### src/rtl/freq_cal_sar.sv
// ---------------------------------------------------------------------------
// freq_cal_sar
//
// Calibration and lock controller for a ring-oscillator-clocked frequency
// divider. The divided output psi is measured in reference-clock cycles.
// The divider preset is then found by successive approximation, MSB first,
// so that the psi period matches a programmed target. Once the search is
// done the block keeps measuring every period. It re-runs the search if
// the lock drifts away.
//
// Ports
//   clk_i          reference clock, rising edge
//   rst_ni         asynchronous active-low reset
//   start_i        1-cycle pulse: latch set_period_i and begin calibration
//   set_period_i   target psi period in clk cycles
//   psi_i          divided ring-oscillator output (asynchronous to clk_i)
//   div_value_o    divider preset value
//   div_load_o     1-cycle pulse: divider (re)loads div_value_o
//   busy_o         calibration search in progress
//   locked_o       last measured period within TOL of the target
//   err_o          calibration finished out of tolerance
//   meas_period_o  last completed period measurement
// ---------------------------------------------------------------------------
module freq_cal_sar #(
   parameter int DIV_W   = 8,
   parameter int CNT_W   = 16,
   parameter int SETTLE  = 2,
   parameter int TOL     = 2,
   parameter int TIMEOUT = 4096
) (
   input  logic             clk_i,
   input  logic             rst_ni,
   input  logic             start_i,
   input  logic [CNT_W-1:0] set_period_i,
   input  logic             psi_i,
   output logic [DIV_W-1:0] div_value_o,
   output logic             div_load_o,
   output logic             busy_o,
   output logic             locked_o,
   output logic             err_o,
   output logic [CNT_W-1:0] meas_period_o
);

   localparam int BIT_W = (DIV_W > 1) ? $clog2(DIV_W) : 1;
   localparam int SET_W = (SETTLE > 0) ? $clog2(SETTLE + 1) : 1;

   typedef enum logic [2:0] {
      ST_IDLE,
      ST_LOAD,
      ST_SETTLE,
      ST_MEASURE,
      ST_DECIDE,
      ST_FINAL,
      ST_TRACK
   } state_e;

   state_e             state_q;
   logic [CNT_W-1:0]   tgt_q;
   logic [DIV_W-1:0]   res_q;
   logic [BIT_W-1:0]   bit_q;
   logic               finalPass_q;
   logic [SET_W-1:0]   settleCnt_q;
   logic               missed_q;
   logic [DIV_W-1:0]   divValue_q;
   logic               divLoad_q;
   logic               busy_q;
   logic               locked_q;
   logic               err_q;

   logic               psiMeta_q;
   logic               psiSync_q;
   logic               psiDly_q;
   logic               psiEdge_q;

   logic [CNT_W-1:0]   cnt_q;
   logic [CNT_W-1:0]   meas_q;

   logic               timeout_d;
   logic               measEvt_d;
   logic [CNT_W-1:0]   measSample_d;
   logic [DIV_W-1:0]   trialValue_d;
   logic               trackInTol_d;
   logic               finalInTol_d;

   // |meas - tgt| is formed one bit wider than the operands, so a huge
   // measurement (e.g. the saturated timeout value) can never wrap into
   // the tolerance window.
   function automatic logic inTol(input logic [CNT_W-1:0] m,
                                  input logic [CNT_W-1:0] t);
      logic [CNT_W:0] diff;
      if (m >= t) begin
         diff = {1'b0, m} - {1'b0, t};
      end else begin
         diff = {1'b0, t} - {1'b0, m};
      end
      return (diff <= (CNT_W+1)'(TOL));
   endfunction

   // psi is asynchronous. Two flops resynchronise it and a third delays it
   // for rising-edge detection. The edge pulse itself is registered, so a
   // psi edge reaches the rest of the logic three clocks later.
   always_ff @(posedge clk_i or negedge rst_ni) begin
      if (!rst_ni) begin
         psiMeta_q <= 1'b0;
         psiSync_q <= 1'b0;
         psiDly_q  <= 1'b0;
         psiEdge_q <= 1'b0;
      end else begin
         psiMeta_q <= psi_i;
         psiSync_q <= psiMeta_q;
         psiDly_q  <= psiSync_q;
         psiEdge_q <= psiSync_q & ~psiDly_q;
      end
   end

   // A measurement completes on a psi edge, or when the counter has run
   // TIMEOUT clocks with no edge. The timeout stays asserted until the
   // next edge, so a stopped psi keeps reporting a saturated period.
   assign timeout_d    = (cnt_q >= CNT_W'(TIMEOUT));
   assign measEvt_d    = psiEdge_q | timeout_d;
   assign measSample_d = psiEdge_q ? cnt_q : '1;

   // The counter restarts at 1 so that it holds exactly the edge-to-edge
   // distance when the next edge arrives. A divider load also restarts it,
   // so the timeout is measured from the moment the new preset is applied.
   always_ff @(posedge clk_i or negedge rst_ni) begin
      if (!rst_ni) begin
         cnt_q  <= '0;
         meas_q <= '0;
      end else begin
         if ((state_q == ST_LOAD) || psiEdge_q) begin
            cnt_q <= CNT_W'(1);
         end else if (cnt_q != '1) begin
            cnt_q <= cnt_q + 1'b1;
         end
         if (measEvt_d && (state_q != ST_IDLE)) begin
            meas_q <= measSample_d;
         end
      end
   end

   assign trialValue_d = res_q | (DIV_W'(1) << bit_q);
   assign trackInTol_d = inTol(measSample_d, tgt_q);
   assign finalInTol_d = inTol(meas_q, tgt_q);

   // Control FSM. All outputs are registered here.
   always_ff @(posedge clk_i or negedge rst_ni) begin
      if (!rst_ni) begin
         state_q     <= ST_IDLE;
         tgt_q       <= '0;
         res_q       <= '0;
         bit_q       <= '0;
         finalPass_q <= 1'b0;
         settleCnt_q <= '0;
         missed_q    <= 1'b0;
         divValue_q  <= '0;
         divLoad_q   <= 1'b0;
         busy_q      <= 1'b0;
         locked_q    <= 1'b0;
         err_q       <= 1'b0;
      end else begin
         divLoad_q <= 1'b0;
         unique case (state_q)
            ST_IDLE: begin
               if (start_i) begin
                  tgt_q       <= set_period_i;
                  res_q       <= '0;
                  bit_q       <= BIT_W'(DIV_W - 1);
                  finalPass_q <= 1'b0;
                  busy_q      <= 1'b1;
                  locked_q    <= 1'b0;
                  err_q       <= 1'b0;
                  state_q     <= ST_LOAD;
               end
            end

            ST_LOAD: begin
               divValue_q  <= finalPass_q ? res_q : trialValue_d;
               divLoad_q   <= 1'b1;
               settleCnt_q <= '0;
               state_q     <= ST_SETTLE;
            end

            // Early edges after a load may still belong to the previous
            // preset or to a divider that is settling, so they are discarded.
            ST_SETTLE: begin
               if (timeout_d) begin
                  state_q <= ST_MEASURE;
               end else if (psiEdge_q) begin
                  settleCnt_q <= settleCnt_q + 1'b1;
                  if (settleCnt_q == SET_W'(SETTLE - 1)) begin
                     state_q <= ST_MEASURE;
                  end
               end
            end

            // The last settle edge opens the measured period, so the first
            // event seen here closes one full period.
            ST_MEASURE: begin
               if (measEvt_d) begin
                  state_q <= finalPass_q ? ST_FINAL : ST_DECIDE;
               end
            end

            // The period grows with the preset, so a trial bit is kept
            // whenever the measured period does not overshoot the target.
            ST_DECIDE: begin
               if (meas_q <= tgt_q) begin
                  res_q <= trialValue_d;
               end
               if (bit_q == '0) begin
                  finalPass_q <= 1'b1;
               end else begin
                  bit_q <= bit_q - 1'b1;
               end
               state_q <= ST_LOAD;
            end

            ST_FINAL: begin
               busy_q   <= 1'b0;
               locked_q <= finalInTol_d;
               err_q    <= ~finalInTol_d;
               missed_q <= 1'b0;
               state_q  <= ST_TRACK;
            end

            // A single out-of-tolerance period only drops the lock. A second
            // consecutive miss restarts the search with the retained target.
            ST_TRACK: begin
               if (start_i) begin
                  tgt_q       <= set_period_i;
                  res_q       <= '0;
                  bit_q       <= BIT_W'(DIV_W - 1);
                  finalPass_q <= 1'b0;
                  busy_q      <= 1'b1;
                  locked_q    <= 1'b0;
                  err_q       <= 1'b0;
                  state_q     <= ST_LOAD;
               end else if (measEvt_d) begin
                  if (trackInTol_d) begin
                     locked_q <= 1'b1;
                     missed_q <= 1'b0;
                  end else begin
                     locked_q <= 1'b0;
                     if (missed_q) begin
                        missed_q    <= 1'b0;
                        res_q       <= '0;
                        bit_q       <= BIT_W'(DIV_W - 1);
                        finalPass_q <= 1'b0;
                        busy_q      <= 1'b1;
                        err_q       <= 1'b0;
                        state_q     <= ST_LOAD;
                     end else begin
                        missed_q <= 1'b1;
                     end
                  end
               end
            end

            default: begin
               state_q <= ST_IDLE;
            end
         endcase
      end
   end

   assign div_value_o   = divValue_q;
   assign div_load_o    = divLoad_q;
   assign busy_o        = busy_q;
   assign locked_o      = locked_q;
   assign err_o         = err_q;
   assign meas_period_o = meas_q;

endmodule
### config.mk
export PLATFORM = sky130hd
export DESIGN_NAME = freq_cal_sar
export DESIGN_NICKNAME = d
export VERILOG_FILES = /design/src/rtl/freq_cal_sar.sv
export SDC_FILE = /design/constraint.sdc
export NUM_CORES = 1
export LEC_CHECK = 0
export ABC_AREA = 1
export BUFFER_PORTS_ARGS = -buffer_cell sky130_fd_sc_hd__buf_4
export CORE_MARGIN = 10
export CORE_UTILIZATION = 45
export CTS_BUF_LIST = sky130_fd_sc_hd__clkbuf_2 sky130_fd_sc_hd__clkbuf_4 sky130_fd_sc_hd__clkbuf_8
export CTS_CLUSTER_DIAMETER = 50
export DETAILED_ROUTE_END_ITERATION = 8
export SKIP_CTS_REPAIR_TIMING = 1
export SLEW_MARGIN = 20
export SYNTH_ARGS = -nofsm -noshare
export SYNTH_HDL_FRONTEND = slang
export SYNTH_SLANG_ARGS = --single-unit
### constraint.sdc
create_clock -name clk_i -period 4.9 [get_ports clk_i]
set_input_delay 0.245 -clock clk_i [delete_from_list [all_inputs] [get_ports clk_i]]
set_output_delay 0.245 -clock clk_i [all_outputs]
set_load 0.01 [all_outputs]
==> impl_metrics.csv <==
group,metric,value,unit
sta,setup_ws,1000,ps
placement,post-dp-hpwl,19100,um
cts,clkSlewWorstSetupHoldPaths,100,ps
synthesis,yosysTopAreaCell,"dfrtp_1",
route,wl_met3,1250,um
power,vdd_drop_max,0.000249,V
die,dieArea,22900,um2
worst_setup_path,worstSetupPathType,"register to register",
synthesis,synth.most_common_cell,"nand2_1",
sta,max_freq,256,MHz
sta,slew_violations,0,
placement,numPortBuffers,47,
die,core,16800,um2
placement,place_area,8310,um2
route,vias,7578,
placement,pre_cts_ws,1070,ps
global_route,antenna_found_initial,0,
worst_setup_path,r2r-end,"res_q[4]",
sta,fin_skew,13.6,ps
route,drc_errors,0,
cts,htreeDepth,3,
power,seq_power_share,18.5,%
die,die_w,151,um
cts,insertion_delay,380,ps
worst_setup_path,reg2reg_depth,21,
sta,setup-violations-final,0,
route,wl,23200,um
power,p_sw_share,54.9,%
sta,tns,0,ps
placement,place.gp.congestion,0.972,
global_route,grt_pass1_wl,37600,um
worst_setup_path,rrSetupSlack,1000,ps
synthesis,synth_top_flop_cell,"dfrtp_1",
finish,drive_above_1_share,7.97,%
finish,n_antenna_cell,0,
run_status,status,"completed",
power,p_sw,3200,uW
worst_setup_path,crit_arrival,4170,ps
cts,numCtsBuffers,9,
cts,cts_tree,"done",
die,ios,48,
finish,syn_to_final_growth,10.6,%
synthesis,netlist_area,7760,um2
global_route,grt_usage,20.7,%
route,first_pass_iters,6,
sta,hold_viol,0,
synthesis,synth_top_area_share,26.4,%
power,p_clk_share,11.1,%
synthesis,synth_edf_count,0,
route,vias_per_cell,5.14,
route,final_antenna_net_count,0,
synthesis,ys_types,47,
synthesis,syn_avg_cell_area,6.43,um2
worst_setup_path,start_kind,"register",
synthesis,syn_nets,1304,
die,start_util,46.3,%
worst_setup_path,r2r-start,"psiEdge_q",
min_path,holdCritPathClass,"primary input to register",
sta,slew_headroom,47.0,%
flow_run,cap_viol_max_count,0,
min_path,hold_depth,3,
min_path,hold_end,"tgt_q[11]",
die,die_h,151,um
finish,layout.nets,1347,
sta,period_needed,3900,ps
power,leakagePower,0.00466,uW
global_route,grt_max_degree,63,
synthesis,ys_seq_area_share,26.4,%
worst_setup_path,path_max_fanout,19,
route,drtIter0Drc,605,
sta,finalCritPeriodShare,79.6,%
worst_setup_path,crit_required,5170,ps
synthesis,ys_ff_latch,82,
cts,clock_sinks,82,
synthesis,syn_inst,1207,
synthesis,async_flop_share,100,%
route,routedWlPerCell,15.7,um
power,p_int,2630,uW
route,wl_met1,10800,um
global_route,grt-ovfl-total,0,
cts,clockBufferDepth,2,
min_path,min_from,"set_period_i[11]",
finish,final_cell_area,8580,um2
worst_setup_path,cp-end-kind,"register",
sta,worstMarginPinSlew,795,ps
synthesis,ys_warn_count,0,
die,std_cell_rows,47,
route,wl_met2,10500,um
global_route,grt_pass1_vias,7227,
sta,rsz0062_at_grt,"no",
cts,root_buffer,"clkbuf_8",
power,power_density,680,nW/um2
synthesis,ys_top_cells_by_count,"nand2_1 (333), inv_1 (203), nor2_1 (133)",
synthesis,ys_top_cells_by_area,"dfrtp_1 (26%), nand2_1 (16%), ha_1 (12%)",
route,highest_layer,"met4",
power,p_comb_share,70.5,%
-- layout by cell type, fill, tap and decap left out, types with 7 or more instances in the layout --
master	n
a31oi_1	13
nor2_1	133
ha_1	73
clkbuf_8	9
xor2_1	24
o21ai_0	56
dfrtp_1	82
nand3_1	60
nor3_1	17
a21oi_1	105
inv_1	203
nand4_1	15
nor2_2	8
nand2_1	333
buf_4	51
or2_2	7
-- registers in the layout (all words and copies together), names as in the netlist, 2 cells and up --
register and cells:
settleCnt_q 2, res_q 8, tgt_q 16, div_value_o 8
state_q 3, meas_period_o 16, cnt_q 16, bit_q 3
-- stage by stage --
| step | hold slack, ps | cells | utilization, % | total power (uW) |
|---|---|---|---|---|
| after detailed placement | 144 | 1457 | 49.6 | 5150 |
| after global routing | 104 | 1475 | 51.2 | 6480 |
| after floorplan | -50.6 | 1207 | - | 4070 |
| final | 103 | 1475 | 51.2 | 5830 |
| after CTS | -281 | 1473 | 51.1 | 5820 |
| after global placement | 142 | 1457 | 49.6 | 5160 |
-- cells by family (layout without fill, tap and decap cells) --
kind of cell,Yosys count,in the layout,synth area share [%]
AO/OA/AOI/OAI,199,199,14.0
buffers and inverters,230,278,11.6
multiplexers,2,2,0.258
flip-flops,82,82,26.4
AND/OR/NAND/NOR,591,591,32.1
adder cells (fa/ha/maj),77,77,12.8
XOR/XNOR,26,26,2.93
-- layout make-up --
cell class | instances | area [um2]
fillers | 1785 | 8180
clock inverters | 7 | 130
inverters | 209 | 785
repair buffers | 53 | 403
well taps | 220 | 275
multi-input cells | 895 | 4810
clock buffers | 9 | 124
flip-flops and latches | 82 | 2050
-- power by group through the flow --
stage	logic (uW)	registers, uW	clock network [uW]
after floorplan	3020	1050	0
after global placement	4070	1090	0
after detailed placement	4060	1090	0
after CTS	4080	1080	662
after global routing	4680	1100	688
final	4110	1080	646
-- worst max-delay path: stages, from the launching register on --
cell and delay [ps]:
dfrtp_1 330, clkinv_1 380, nor2_1 450, inv_1 160
ha_1 290, fa_1 390, inv_1 170, nand2_1 80
nand2_1 120, nand2_1 90, nand2_1 100, nand2_1 60
nand2_1 80, o21ai_0 110, nor2_1 140, nand2_1 60
nand2_1 60, nand2_1 60, nor2_2 150, nand4_4 200
nand3_4 220, o21ai_0 110
-- how the worst max path moves through the flow --
stage / cells past startpoint / to / startpoint
final: 21 / res_q[4] / psiEdge_q
after floorplan: 21 / res_q[0] / psiEdge_q
after global routing: 17 / res_q[4] / psiEdge_q
after CTS: 22 / res_q[4] / psiEdge_q
after global placement: 16 / bit_q[0] / psiEdge_q
after detailed placement: 21 / res_q[4] / psiEdge_q
-- routing by layer --
metal | up-vias | GRT usage, %
met3 | 29 | 3.94
met4 | 0 | 5.63
met2 | 179 | 32.8
met1 | 3473 | 28.0
li1 | 3897 | -
met5 | - | 0
Note: power is estimated with default switching activity, not from simulation.
